<file path="src/rtl/sha256_job_scheduler.sv">
// sha256_job_scheduler: queues hash jobs and dispatches them one at a time to a
// single SHA-256 core over its start/done handshake, with a per-job watchdog.
module sha256_job_scheduler #(
  parameter int DEPTH   = 4,
  parameter int TAG_W   = 4,
  parameter int TIMEOUT = 1024
) (
  input  logic             clk,
  input  logic             reset_n,
  input  logic             job_valid,
  output logic             job_ready,
  input  logic [15:0]      job_msg_addr,
  input  logic [15:0]      job_out_addr,
  input  logic [TAG_W-1:0] job_tag,
  output logic             core_start,
  output logic [15:0]      core_message_addr,
  output logic [15:0]      core_output_addr,
  input  logic             core_done,
  output logic             cmp_valid,
  output logic [TAG_W-1:0] cmp_tag,
  output logic             cmp_timeout,
  output logic             busy,
  output logic [15:0]      jobs_done
);

  localparam int            AW         = $clog2(DEPTH);
  localparam logic [AW:0]   FULL_CNT   = (AW+1)'(DEPTH);
  localparam logic [15:0]   WDOG_LIMIT = 16'(TIMEOUT);

  typedef struct packed {
    logic [15:0]      msg_addr;
    logic [15:0]      out_addr;
    logic [TAG_W-1:0] tag;
  } job_t;

  typedef enum logic [2:0] {
    S_IDLE,
    S_LAUNCH,
    S_WAIT_ACK,
    S_RUN,
    S_COMPLETE,
    S_DRAIN
  } state_t;

  job_t             fifo_mem [DEPTH];
  logic [AW-1:0]    wr_ptr;
  logic [AW-1:0]    rd_ptr;
  logic [AW:0]      count;
  logic             fifo_full;
  logic             fifo_empty;
  logic             push;
  logic             pop;
  job_t             head;

  state_t           state;
  state_t           state_d;
  logic [15:0]      wdog;
  logic [15:0]      wdog_d;
  logic             timeout_q;
  logic             timeout_d;
  logic [TAG_W-1:0] hold_tag;

  // Ready depends only on the registered occupancy, never on core_done.
  assign fifo_full  = (count == FULL_CNT);
  assign fifo_empty = (count == '0);
  assign job_ready  = ~fifo_full;
  assign push       = job_valid & ~fifo_full;
  assign head       = fifo_mem[rd_ptr];
  assign busy       = (state != S_IDLE) | ~fifo_empty;

  // Job storage: written on accept, read at the head pointer.
  // NOTE: the storage array has no reset; count guards every read, and leaving it
  // unreset lets it map onto plain RAM/flops without a reset tree.
  always_ff @(posedge clk) begin
    if (push) fifo_mem[wr_ptr] <= '{job_msg_addr, job_out_addr, job_tag};
  end

  // FIFO pointers and occupancy; simultaneous push and pop leave count unchanged.
  always_ff @(posedge clk or negedge reset_n) begin
    if (!reset_n) begin
      wr_ptr <= '0;
      rd_ptr <= '0;
      count  <= '0;
    end else begin
      if (push) wr_ptr <= wr_ptr + 1'b1;
      if (pop)  rd_ptr <= rd_ptr + 1'b1;
      case ({push, pop})
        2'b10:   count <= count + 1'b1;
        2'b01:   count <= count - 1'b1;
        default: count <= count;
      endcase
    end
  end

  // Next-state, pop and watchdog logic for the dispatch FSM.
  always_comb begin
    // NOTE: every signal gets a default first so no path leaves it unassigned (no latch).
    state_d   = state;
    wdog_d    = wdog;
    timeout_d = timeout_q;
    pop       = 1'b0;
    case (state)
      S_IDLE: begin
        wdog_d    = '0;
        timeout_d = 1'b0;
        // An X on core_done makes this condition false, so the FSM waits.
        if (!fifo_empty && (core_done == 1'b1)) begin
          pop     = 1'b1;
          state_d = S_LAUNCH;
        end
      end
      S_LAUNCH: begin
        wdog_d  = wdog + 16'd1;
        state_d = S_WAIT_ACK;
      end
      S_WAIT_ACK: begin
        if (wdog == WDOG_LIMIT) begin
          timeout_d = 1'b1;
          state_d   = S_COMPLETE;
        end else if (core_done == 1'b0) begin
          wdog_d  = '0;
          state_d = S_RUN;
        end else begin
          wdog_d = wdog + 16'd1;
        end
      end
      S_RUN: begin
        if (core_done == 1'b1) begin
          state_d = S_COMPLETE;
        end else if (wdog == WDOG_LIMIT) begin
          timeout_d = 1'b1;
          state_d   = S_COMPLETE;
        end else begin
          wdog_d = wdog + 16'd1;
        end
      end
      S_COMPLETE: begin
        state_d = timeout_q ? S_DRAIN : S_IDLE;
      end
      S_DRAIN: begin
        if (core_done == 1'b1) state_d = S_IDLE;
      end
      default: state_d = S_IDLE;
    endcase
  end

  // FSM state, watchdog and timeout flag.
  always_ff @(posedge clk or negedge reset_n) begin
    if (!reset_n) begin
      state     <= S_IDLE;
      wdog      <= '0;
      timeout_q <= 1'b0;
    end else begin
      // NOTE: sequential state uses non-blocking assignments so every register
      // samples pre-edge values regardless of block ordering.
      state     <= state_d;
      wdog      <= wdog_d;
      timeout_q <= timeout_d;
    end
  end

  // Registered outputs, decoded from the next state so they align with it.
  always_ff @(posedge clk or negedge reset_n) begin
    if (!reset_n) begin
      core_start        <= 1'b0;
      core_message_addr <= '0;
      core_output_addr  <= '0;
      hold_tag          <= '0;
      cmp_valid         <= 1'b0;
      cmp_tag           <= '0;
      cmp_timeout       <= 1'b0;
      jobs_done         <= '0;
    end else begin
      core_start  <= (state_d == S_LAUNCH);
      cmp_valid   <= (state_d == S_COMPLETE);
      cmp_tag     <= (state_d == S_COMPLETE) ? hold_tag : '0;
      cmp_timeout <= (state_d == S_COMPLETE) & timeout_d;
      // Addresses only change on a pop, which requires the core to be idle.
      if (pop) begin
        core_message_addr <= head.msg_addr;
        core_output_addr  <= head.out_addr;
        hold_tag          <= head.tag;
      end
      if ((state_d == S_COMPLETE) && (jobs_done != 16'hFFFF)) begin
        jobs_done <= jobs_done + 16'd1;
      end
    end
  end

endmodule

</file>
<file path="config.mk">
export PLATFORM = sky130hd
export DESIGN_NAME = sha256_job_scheduler
export DESIGN_NICKNAME = d
export VERILOG_FILES = /design/src/rtl/sha256_job_scheduler.sv
export SDC_FILE = /design/constraint.sdc
export NUM_CORES = 1
export LEC_CHECK = 0
export ABC_CLOCK_PERIOD_IN_PS = 3010
export CORE_UTILIZATION = 56
export CTS_CLUSTER_SIZE = 25
export DETAILED_ROUTE_END_ITERATION = 12
export HOLD_SLACK_MARGIN = 0.03
export MAX_ROUTING_LAYER = met4
export PLACE_DENSITY = 0.79
export SLEW_MARGIN = 10
export SYNTH_ARGS = -nofsm -noshare
export SYNTH_HDL_FRONTEND = slang
export SYNTH_SLANG_ARGS = --single-unit
</file>
<file path="constraint.sdc">
create_clock -name clk -period 3.01 [get_ports clk]
set_input_delay 0.4515 -clock clk [delete_from_list [all_inputs] [get_ports clk]]
set_output_delay 0.4515 -clock clk [all_outputs]
set_load 0.05 [all_outputs]
</file>
## Yosys cells after proc, flatten, opt, wreduce, memory -nomap -nowiden

Memories as Yosys holds them, arrays and structs flattened. A register that Yosys moved wholly into a read port is not among the register bits.
Index checks and enable logic that the tools add are counted.

- Flip-flop bits (word level): 50
- RAM bits: 144
- Input bits: 40
- Memories kept: 1

- Add/sub/neg operators: 6
- Equality and inequality tests: 15
- Multiplexer cells: 22
- Bitwise operators: 5
- Reductions and logical operators: 10

Memory list:

| memory | words | bits a word | read ports | clocked after Yosys merged registers in | write ports | line | RTL |
|---|---|---|---|---|---|---|---|
| fifo_mem | 4 | 36 | 1 | 1 | 1 | 45 | `job_t fifo_mem [DEPTH];` |

Operators by type and width:

| cell | count |
|---|---|
| $mux W16 | 4 |
| $pmux W16 S4 | 1 |
| $add A16 B1 Y16 const B | 2 |
| $mux W3 | 7 |
| $pmux W3 S6 | 1 |
| $eq A16 B11 Y1 const B | 1 |
| $ne A16 B16 Y1 const B | 1 |
| $eq A3 B3 Y1 const B | 4 |
| $eq A3 B1 Y1 const B | 2 |
| $eq A3 B2 Y1 const B | 2 |
| $logic_not A3 Y1 | 2 |
| $mux W1 | 6 |
| $ne A2 B2 Y1 const B | 3 |
| $pmux W3 S2 | 1 |
| $add A2 B1 Y2 const B | 2 |
| $mux W4 | 1 |
| $reduce_and A4 Y1 | 1 |
| $reduce_bool A4 Y1 | 1 |
| $add A3 B1 Y3 const B | 1 |
| $pmux W1 S3 | 1 |
| $reduce_bool A3 Y1 | 1 |
| $sub A3 B1 Y3 const B | 1 |
| $and A1 B1 Y1 | 2 |
| $eq A2 B1 Y1 const B | 1 |
| other kinds (6) | 9 |

## Depth between registers and ports, before layout

Gate-level depths: netlist of run 1.

- Depth after elaboration: 7
- Mapped depth: 11
- Mapped depth without buffers: 10

## Least setup slack after synthesis of run 1

OpenSTA, ideal clock, no wires.

- Path kind: register to register
- Start point: register count[0]
- End point: register count[2]
- Setup time: 0.079 ns
- Data arrival time: 2.348 ns
- Data required time: 2.931 ns
- Path slack: 0.582 ns
- Stages on the path, launching flop included: 11
- Buffers on the path: 0
- Period minus slack after synthesis: 2.428 ns
- Cells stage by stage: dfrtp_1 -> inv_1 -> nand3_1 -> and2_1 -> inv_1 -> ha_1 -> inv_1 -> fa_1 -> xor2_1 -> nor2_1 -> xor2_1

- Elaborated cells between the ends (all ways): 14
- Classes of those cells: add/sub (2); eq/ne (3); mux (3); bitwise (2); reduce/logical (4)

RTL lines:

| element | line | RTL |
|---|---|---|
| from (decl) | 48 | `logic [AW:0] count;` |
| from (signal assigned) | 88 | `2'b10: count <= count + 1'b1;` |
| from (signal assigned) | 89 | `2'b01: count <= count - 1'b1;` |
| from (signal assigned) | 90 | `default: count <= count;` |
| $eq A3 B3 Y1 * | 64 | `assign fifo_full = (count == FULL_CNT);` |
| $not A1 Y1 * | -- |  |
| named net job_ready | 11 | `output logic job_ready,` |
| $and A1 B1 Y1 * | 67 | `assign push = job_valid & ~fifo_full;` |
| $eq A2 B1 Y1 / $eq A2 B2 Y1 (equally long branches) | 87 | `case ({push, pop})` |
| $pmux W3 S2 / $reduce_bool A2 Y1 (equally long branches) | -- |  |

Mark *: on every way through the listed nets, which the timed path passes. The rest lies on a longest branch.
A chain may end at the register's enable or synchronous reset.

## Final worst setup path of run 1

- Start point: register count[0]
- End point: output busy

- Longest elaborated chain between the ends: 3

Ends and longest elaborated chain:

| element | line | RTL |
|---|---|---|
| $logic_not A3 Y1 | 65 | `assign fifo_empty = (count == '0);` |
| $not A1 Y1 | 69 | `assign busy = (state != S_IDLE) \| ~fifo_empty;` |
| $or A1 B1 Y1 | 69 |  |
| to (decl) | 22 | `output logic busy,` |

No other way between the ends.

==> flow_metrics.tcl, run 1 <==
set metrics [dict create \
    crit_chain "or3_1, or3_1, clkdlybuf4s50_1" \
    worst-path-buf-inv 1 \
    synth_edf_count 144 \
    final_nets 681 \
    synth.most_common_cell "edfxtp_1" \
    vias_per_cell 5.71 \
    grt_pass1_vias 5284 \
    dieWidth_um 130 \
    crit_end "busy" \
    power.density_nw_per_um2 1010 \
    clock.fmax_mhz 354 \
    cts_buffers 24 \
    ir_drop_mv 0.602 \
    synth_fp_nets 571 \
    worst_path_most_repeated_cell "or3_1" \
    yosysWarningCount 0 \
    end_kind "output pin" \
    worst_clock_skew_ns 0.0111 \
    drt-total-wl_mm 17.5 \
    cp-start-kind "flop" \
    tns_ns 0 \
    io_pins 97 \
    hold_viol 0 \
    cpMaxStageDelayCell "clkdlybuf4s50_1" \
    async_flop_share_pct 37.4 \
    initial_core_util_pct 57.4 \
    synth_area_per_cell_um2 17.5 \
    r2r_slack_ns 0.79 \
    slew_viol_final 0 \
    grt_max_degree 56 \
    drt_iter0_markers 287 \
    detail_route.wl_per_cell_um 20.2 \
    synth_top_area_cell "edfxtp_1" \
    worstPathMaxFanout 3 \
    track_usage_pct 22.6 \
    synth.area.top_cells "edfxtp_1 47%, dfrtp_1 24%, mux4_2 8.9%" \
    core_area_um2 15900 \
    grt_pass1_wl_mm 27.6 \
    arrival_ns 2.37 \
    area_delta_synth_final_pct 22.4 \
    synth_top_area_share_pct 47.5 \
    placed_area_um2 10400 \
    ys_types 53 \
    clock_sink_count 230 \
    synth_cells 522 \
    cts_tree "yes" \
    tightest_slew_ns 0.979 \
    crit_cells 3 \
    io_buffers 96 \
    fillCellCount 1028 \
    critPathKind "flop to output pin" \
    synth_common_cells "144 x edfxtp_1, 86 x dfrtp_1, 38 x mux2_2" \
    route.detailed.drc 0 \
    ys_seq_elements 230 \
    maxCapViolations 0 \
    cts.htree.levels 1 \
    gp_congestion 0.863 \
    worstHoldPathType "primary input to async pin" \
    grt-ovfl-total 0 \
    clockBufferDepth 3 \
    diodes 0 \
    antenna_found_initial 0 \
    hpwl_mm 10.5 \
    drive_above_1_share_pct 20.5 \
    syn_area_um2 9110 \
    final_area_um2 11200 \
    r2r-end "jobs_done[1]" \
    ant_nets 0 \
    rows 46 \
    outcome "completed" \
    yosysSeqAreaShare_pct 71.1 \
    clockRootBuffer "clkbuf_16" \
    dieArea_um2 16800 \
    firstDrtPassIters 4 \
    cpPeakStageDelay_ns 0.72 \
    crit_family "simple AND/OR/NAND/NOR gates" \
    clk_latency_ns 0.50 \
    period_share_pct 93.8 \
    r2r_cells 8 \
    num_vias 4944 \
    p_leak_nw 4.06 \
    clk_pin_slew_ns 0.06 \
    synth_ff_type "edfxtp_1" \
    critical_path_required_ns 2.56 \
    r2r_start "wdog[0]" \
    die_h_um 130 \
    setup_viol 0 \
    post-route-min-period_ns 2.82 \
    crit_path_start "count[0]" \
    slew_headroom_pct 34.7 \
    grt_setup_unrepaired "false" \
]
power breakdown:
group	total [mW]	switching [mW]	leakage [nW]	internal, mW
sequential	4.68	0.499	2.41	4.18
combinational	3.77	2.18	1.27	1.59
clock	2.82	1.13	0.375	1.68
layout make-up:
class                      count  area [µm²]  share of cell area (%)
multi-input combinational    258        2490                    22.4
tap                          216         270                    2.42
timing repair buffer         105        1100                    9.90
clock inverter                14         113                    1.01
clock buffer                  30         644                    5.78
inverter                      13        48.8                   0.438
sequential                   230        6480                    58.1
registers in the layout (all words and copies together), names as in the netlist:
signal,count
cmp_tag,4
cmp_timeout,1
cmp_valid,1
core_message_addr,16
core_output_addr,16
core_start,1
count,3
fifo_mem,144
hold_tag,4
jobs_done,16
rd_ptr,2
state,3
timeout_q,1
wdog,16
wr_ptr,2
how the worst min path moves through the flow:
stage / from / end / slack (ns) / depth (start not counted)
2_1_floorplan: reset_n / cmp_tag[0] / 0.16 / 0
6_report: reset_n / core_message_addr[11] / 0.47 / 2
5_1_grt: hold_tag[2] / cmp_tag[2] / 0.50 / 1
3_3_place_gp: reset_n / core_message_addr[11] / 0.46 / 1
4_1_cts: reset_n / core_message_addr[0] / 0.48 / 2
3_5_place_dp: reset_n / core_message_addr[11] / 0.46 / 1
through the flow:
stage | util (%) | instances | total power, mW | setup WS [ns] | hold slack (ns)
final | 70.2 | 866 | 11.3 | 0.185 | 0.472
after global routing | 70.2 | 866 | 11.7 | 0.0744 | 0.505
after CTS | 70.2 | 866 | 11.4 | 0.157 | 0.480
after detailed placement | 65.4 | 821 | 8.50 | 0.521 | 0.459
after global placement | 65.4 | 821 | 8.37 | 0.575 | 0.456
after floorplan | - | 522 | 7.22 | 0.582 | 0.156
kinds of logic after synthesis:
kind of cell | share of synthesized area, %
flip-flops | 71.1
XOR/XNOR | 2.40
buffers and inverters | 1.69
adder cells (fa/ha/maj) | 1.32
AND/OR/NAND/NOR | 6.77
multiplexers | 14.1
AO/OA/AOI/OAI | 2.68
routing by layer:
metal | vias to the layer above | wire length, µm | part of all wire [%] | track usage, %
li1 | 2227 | - | - | -
met1 | 2557 | 7130 | 41 | 28.2
met2 | 140 | 9160 | 52 | 38.3
met3 | 20 | 962 | 5.5 | 4.95
met4 | 0 | 203 | 1.2 | 5.13
met5 | - | 0 | 0 | -
worst reg2reg max path: stages (launching register included):
cell     delay [ns]
dfrtp_1        0.43
inv_1          0.08
ha_1           0.13
nor4b_2        0.23
and4_1         0.38
o21ai_4        0.15
inv_2          0.22
nand2_1        0.15
mux2_1         0.34
timing repair:
action,CTS,global route
hold buffers,1,0
setup buffers,0,0
resized for setup,0,0
endpoints found under the hold margin,31,0
layout by cell type (no fill, tap or decap), types with 3 or more instances in the layout:
cell,n
nor4_2,3
nor2_1,23
clkinv_2,6
nand2b_1,3
mux2_2,38
nand4_1,7
a21oi_1,10
ha_1,8
nor3_1,6
o21ai_0,4
buf_4,3
buf_12,6
and3_1,4
and4_1,3
clkinv_1,6
clkdlybuf4s50_1,95
nand3_1,17
nand2_1,19
inv_1,12
clkbuf_16,25
and3_2,4
dfrtp_1,84
or3_1,3
edfxtp_1,144
clkbuf_1,5
mux4_2,36
xor2_1,9
and2_1,7
o31ai_1,3
xnor2_1,16
(Power assumes the default switching activity.)
==> run 2, diff against run 1 <==
--- a/config.mk
+++ b/config.mk
@@ -6,12 +6,13 @@
 export NUM_CORES = 1
 export LEC_CHECK = 0
 export ABC_CLOCK_PERIOD_IN_PS = 3010
-export CORE_UTILIZATION = 56
+export CORE_UTILIZATION = 58
+export CTS_BUF_LIST = sky130_fd_sc_hd__clkbuf_8
 export CTS_CLUSTER_SIZE = 25
 export DETAILED_ROUTE_END_ITERATION = 12
 export HOLD_SLACK_MARGIN = 0.03
 export MAX_ROUTING_LAYER = met4
-export PLACE_DENSITY = 0.79
+export PLACE_DENSITY = 0.81
 export SLEW_MARGIN = 10
 export SYNTH_ARGS = -nofsm -noshare
 export SYNTH_HDL_FRONTEND = slang
==> run 2 against run 1 <==
- register-to-register slack about the same
- sequential power about the same
- final cell count increased by 2.5%
- clock power decreased by 9.9%
- cell area decreased by 0.61%
- sequential share of layout area increased by 0.35 points
- die area decreased by 3.4%
- critical path type unchanged
- critical endpoint unchanged
==> flow_metrics.tcl, run 2 (same netlist as run 1, synthesis figures left out) <==
set metrics [dict create \
    arrival_ns 2.37 \
    grt-ovfl-total 0 \
    clock.fmax_mhz 354 \
    cpPeakStageDelay_ns 0.71 \
    period_share_pct 93.8 \
    die_h_um 127 \
    crit_path_start "count[0]" \
    dieWidth_um 127 \
    setup_viol 0 \
    grt_max_degree 46 \
    grt_setup_unrepaired "false" \
    p_int_mw 7.11 \
    slew_viol_final 0 \
    final_common_cell "edfxtp_1" \
    initial_core_util_pct 59.7 \
    hold_path.startpoint "hold_tag[1]" \
    worst_hold_slack_ns 0.481 \
    rows 45 \
    largest_reg_flops 144 \
    worstHoldPathType "flop to flop" \
    clockRootBuffer "clkbuf_8" \
    antenna_found_initial 0 \
    drive_above_1_share_pct 22.5 \
    area_delta_synth_final_pct 21.7 \
    crit_family "simple AND/OR/NAND/NOR gates" \
    cts_buffers 37 \
    top_register "fifo_mem" \
    worst-path-buf-inv 1 \
    end_kind "output pin" \
    switching_share_pct 35.0 \
    worstPathMaxFanout 3 \
    io_buffers 96 \
    cpMaxStageDelayCell "clkdlybuf4s50_1" \
    final_nets 698 \
    placed_area_um2 10400 \
    tightest_slew_ns 0.987 \
    cts_resized 0 \
    critical_path_required_ns 2.56 \
    hpwl_mm 10.7 \
    detail_route.wl_per_cell_um 19.0 \
    grt_pass1_wl_mm 27.4 \
    power_frac_clock_pct 23.2 \
    sequentialPowerShare_pct 42.5 \
    critPathKind "flop to output pin" \
    outcome "completed" \
    tns_ns 0 \
    firstDrtPassIters 4 \
    grt_pass1_vias 5279 \
    crit_chain "or3_1, or3_1, clkdlybuf4s50_1" \
    mostFrequentLayoutCells "144 x edfxtp_1, 95 x clkdlybuf4s50_1, 84 x dfrtp_1" \
    drt-total-wl_mm 16.9 \
    clk_latency_ns 0.53 \
    gp_congestion 0.849 \
    cts.htree.levels 2 \
    power_mw 10.9 \
    ant_nets 0 \
    comb_power_share_pct 34.2 \
    io_pins 97 \
    ir_drop_mv 0.796 \
    worst_clock_skew_ns 0.0282 \
    hold_viol 0 \
    core_area_um2 15300 \
    num_vias 5010 \
    utilization_pct 72.6 \
    r2r_start "wdog[0]" \
    p_switching_mw 3.82 \
    power.density_nw_per_um2 986 \
    post-route-min-period_ns 2.82 \
    p_leak_nw 4.11 \
    diodes 0 \
    final_area_um2 11100 \
    clk_pin_slew_ns 0.06 \
    drt_iter0_markers 284 \
    worst_path_most_repeated_cell "or3_1" \
    route.detailed.drc 0 \
    vias_per_cell 5.64 \
    cp-start-kind "flop" \
    clock_sink_count 230 \
    slew_headroom_pct 34.2 \
    clockBufferDepth 3 \
    dieArea_um2 16200 \
    cts_tree "yes" \
    maxCapViolations 0 \
    track_usage_pct 23.0 \
]
-- run 2: worst paths after layout --
path / end / slack [ns] / depth (start not counted)
max: busy / 0.19 / 3
min: cmp_tag[1] / 0.48 / 1
max reg2reg: wdog[14] / 0.79 / 7
min reg2reg: cmp_tag[1] / 0.48 / 1
max in group asynchronous: jobs_done[11] / 1.84 / 3
min in group asynchronous: wdog[11] / 0.51 / 2
-- run 2: cell type report --
class	instances	area (µm²)
flip-flops and latches	230	6480
clock buffers	45	619
multi-input cells	258	2490
inverters	13	48.8
well taps	211	264
repair buffers	109	1080
fillers	908	4170
clock inverters	22	96.3
-- run 2: layer usage --
layer | global-route usage [%] | wire length (µm) | vias to the layer above
met3 | 5.57 | 959 | 34
met1 | 29.9 | 7240 | 2551
met2 | 36.2 | 8370 | 165
met4 | 7.70 | 332 | 0
li1 | - | - | 2260
met5 | - | 0 | -
-- run 2: worst register-to-register path: cells and delay by family (launching register included) --
kind / cells / cell delay (ns)
compound gates: 3 / 1.10
fa+ha+maj: 1 / 0.13
buf+inv: 1 / 0.08
flops: 1 / 0.43
simple gates: 2 / 0.36
-- run 2: per-stage QoR --
step	worst slack, ns	cells
finish	0.187	888
detailed placement	0.515	820
CTS	0.150	888
global placement	0.568	820
floorplan	0.582	522
global route	0.0966	888
-- run 2: what timing repair did --
action,CTS,global route
buffers inserted,0,0
hold buffers,1,0
hold endpoints to repair,44,0
-- run 2: power by group through the flow --
stage	clock network [mW]	logic [mW]	registers (mW)
after CTS	2.61	3.79	4.66
after global routing	2.74	3.99	4.74
after floorplan	0	1.78	5.45
after global placement	0	3.68	4.66
after detailed placement	0	3.77	4.71
final	2.54	3.74	4.65
==> run 3, diff against run 2 <==
--- a/config.mk
+++ b/config.mk
@@ -6,13 +6,12 @@
 export NUM_CORES = 1
 export LEC_CHECK = 0
 export ABC_CLOCK_PERIOD_IN_PS = 3010
-export CORE_UTILIZATION = 58
-export CTS_BUF_LIST = sky130_fd_sc_hd__clkbuf_8
+export CORE_UTILIZATION = 30
 export CTS_CLUSTER_SIZE = 25
 export DETAILED_ROUTE_END_ITERATION = 12
 export HOLD_SLACK_MARGIN = 0.03
 export MAX_ROUTING_LAYER = met4
-export PLACE_DENSITY = 0.81
+export PLACE_DENSITY = 0.48
 export SLEW_MARGIN = 10
 export SYNTH_ARGS = -nofsm -noshare
 export SYNTH_HDL_FRONTEND = slang
==> run 3 against run 2 <==
- worst hold slack worse by 0.40 ns
- non-clock buffer count is 1 lower
- critical path depth stayed put
- core utilization is 34 points lower
- first-iteration DRC count is 5.3% higher
- combinational power is 2% higher
- final cell count is 18% higher
- sequential cell count stayed put
- global-route usage is 10 points lower
- critical path type unchanged
==> flow_metrics.tcl, run 3 (same netlist as run 1, synthesis figures left out) <==
set metrics [dict create \
    clockBufferDepth 3 \
    worstHoldPathType "primary input to async pin" \
    slew_headroom_pct 31.3 \
    comb_power_share_pct 33.6 \
    clk_latency_ns 0.54 \
    vias_per_cell 4.71 \
    p_switching_mw 3.91 \
    cts_tree "yes" \
    p_int_mw 7.47 \
    num_vias 4944 \
    antenna_found_initial 2 \
    io_pins 97 \
    post-route-min-period_ns 2.84 \
    core_area_um2 29800 \
    dr_wl_met3_um 994 \
    utilization_pct 38.3 \
    r2r_start "wdog[0]" \
    switching_share_pct 34.4 \
    multiInputGateArea_um2 2490 \
    top_register "fifo_mem" \
    preCtsSetupSlack_ns 0.479 \
    final_cells 1049 \
    clk_pin_slew_ns 0.06 \
    arrival_ns 2.39 \
    topRoutingLayerUsed "met4" \
    route.detailed.drc 0 \
    detail_route.wl_per_cell_um 18.2 \
    initial_core_util_pct 30.6 \
    die_h_um 176 \
    largest_reg_flops 144 \
    slew_viol_final 0 \
    crit_end "busy" \
    clock.fmax_mhz 352 \
    grt-ovfl-total 0 \
    m1WireLength_mm 8.30 \
    track_usage_pct 13.1 \
    register_area_um2 6480 \
    outcome "completed" \
    r2r_slack_ns 0.78 \
    dp.cells 999 \
    tightest_slew_ns 1.03 \
    drt-total-wl_mm 19.1 \
    critPathKind "flop to output pin" \
    dieWidth_um 176 \
    cts_buffers 26 \
    gp_congestion 0.801 \
    hold_viol 0 \
    drive_above_1_share_pct 21.2 \
    power_mw 11.4 \
    clockRootBuffer "clkbuf_16" \
    wl_met2_mm 9.43 \
    final_common_cell "edfxtp_1" \
    mostFrequentLayoutCells "144 x edfxtp_1, 95 x clkdlybuf4s50_1, 84 x dfrtp_1" \
    firstDrtPassIters 4 \
    setup_slack_ns 0.167 \
    maxCapViolations 0 \
    cts_resized 0 \
    rows 63 \
    hpwl_mm 11.9 \
    io_buffers 96 \
    dieArea_um2 31100 \
    cp-start-kind "flop" \
    worstPathMaxFanout 3 \
    p_leak_nw 4.08 \
    postCtsSetupRepairBufs 0 \
    clock_sink_count 230 \
    drt_iter0_markers 299 \
    setup_viol 0 \
    ir_drop_mv 0.478 \
    cts_hold_buffers 0 \
    r2r_cells 7 \
    grt_max_degree 72 \
    power_frac_clock_pct 25.8 \
    crit_path_start "count[0]" \
    area_delta_synth_final_pct 25.2 \
    worst_clock_skew_ns 0.0234 \
    r2r-end "wdog[13]" \
    power.density_nw_per_um2 997 \
    cts.htree.levels 1 \
    grt_pass1_vias 5301 \
    grt_pass1_wl_mm 30.3 \
    end_kind "output pin" \
    grt_setup_unrepaired "false" \
    final_nets 686 \
    fillCellCount 2767 \
    sequentialPowerShare_pct 40.7 \
    tns_ns 0 \
    period_share_pct 94.5 \
    critical_path_required_ns 2.56 \
    ant_nets 0 \
]
-- run 3: cell type report --
type	instances	share of cell area (%)
antenna	2	0.0439
clock buffer	40	6.52
clock inverter	8	0.559
inverter	13	0.428
multi-input combinational	258	21.9
sequential	230	56.8
tap	390	4.28
timing repair buffer	108	9.52
-- run 3: routing by layer --
| metal | up-vias | global-route usage, % |
|---|---|---|
| met5 | - | - |
| met4 | 0 | 3.19 |
| met3 | 32 | 3.08 |
| met2 | 106 | 21.3 |
| met1 | 2566 | 16.4 |
| li1 | 2240 | - |
-- run 3: worst max-delay path, stage by stage, from the launching register on --
cell and delay, ns:
dfrtp_1 0.39, or3_1 0.40, or3_1 0.35, clkdlybuf4s50_1 0.72
-- run 3: worst min-delay path by stage --
stage          cells past startpoint        start                   end  slack, ns
4_1_cts                            1      reset_n  core_message_addr[9]       0.13
6_report                           1      reset_n          jobs_done[0]       0.08
3_3_place_gp                       1  hold_tag[1]            cmp_tag[1]       0.47
2_1_floorplan                      0      reset_n            cmp_tag[0]       0.16
3_5_place_dp                       1  hold_tag[1]            cmp_tag[1]       0.47
5_1_grt                            1      reset_n          jobs_done[1]       0.15
-- run 3: metrics by stage --
step / hold slack [ns] / area (µm²)
after floorplan: 0.156 / 9110
after global placement: 0.469 / 10600
after detailed placement: 0.471 / 10600
after CTS: 0.125 / 11400
after global routing: 0.148 / 11400
final: 0.0829 / 11400
-- run 3: power by group through the flow --
stage                     clock (mW)  combinational, mW  sequential [mW]
after floorplan                    0               1.78             5.45
after global placement             0               3.85             4.67
after detailed placement           0               3.89             4.70
after CTS                       3.03               3.91             4.65
after global routing            3.16               4.09             4.72
final                           2.93               3.82             4.63
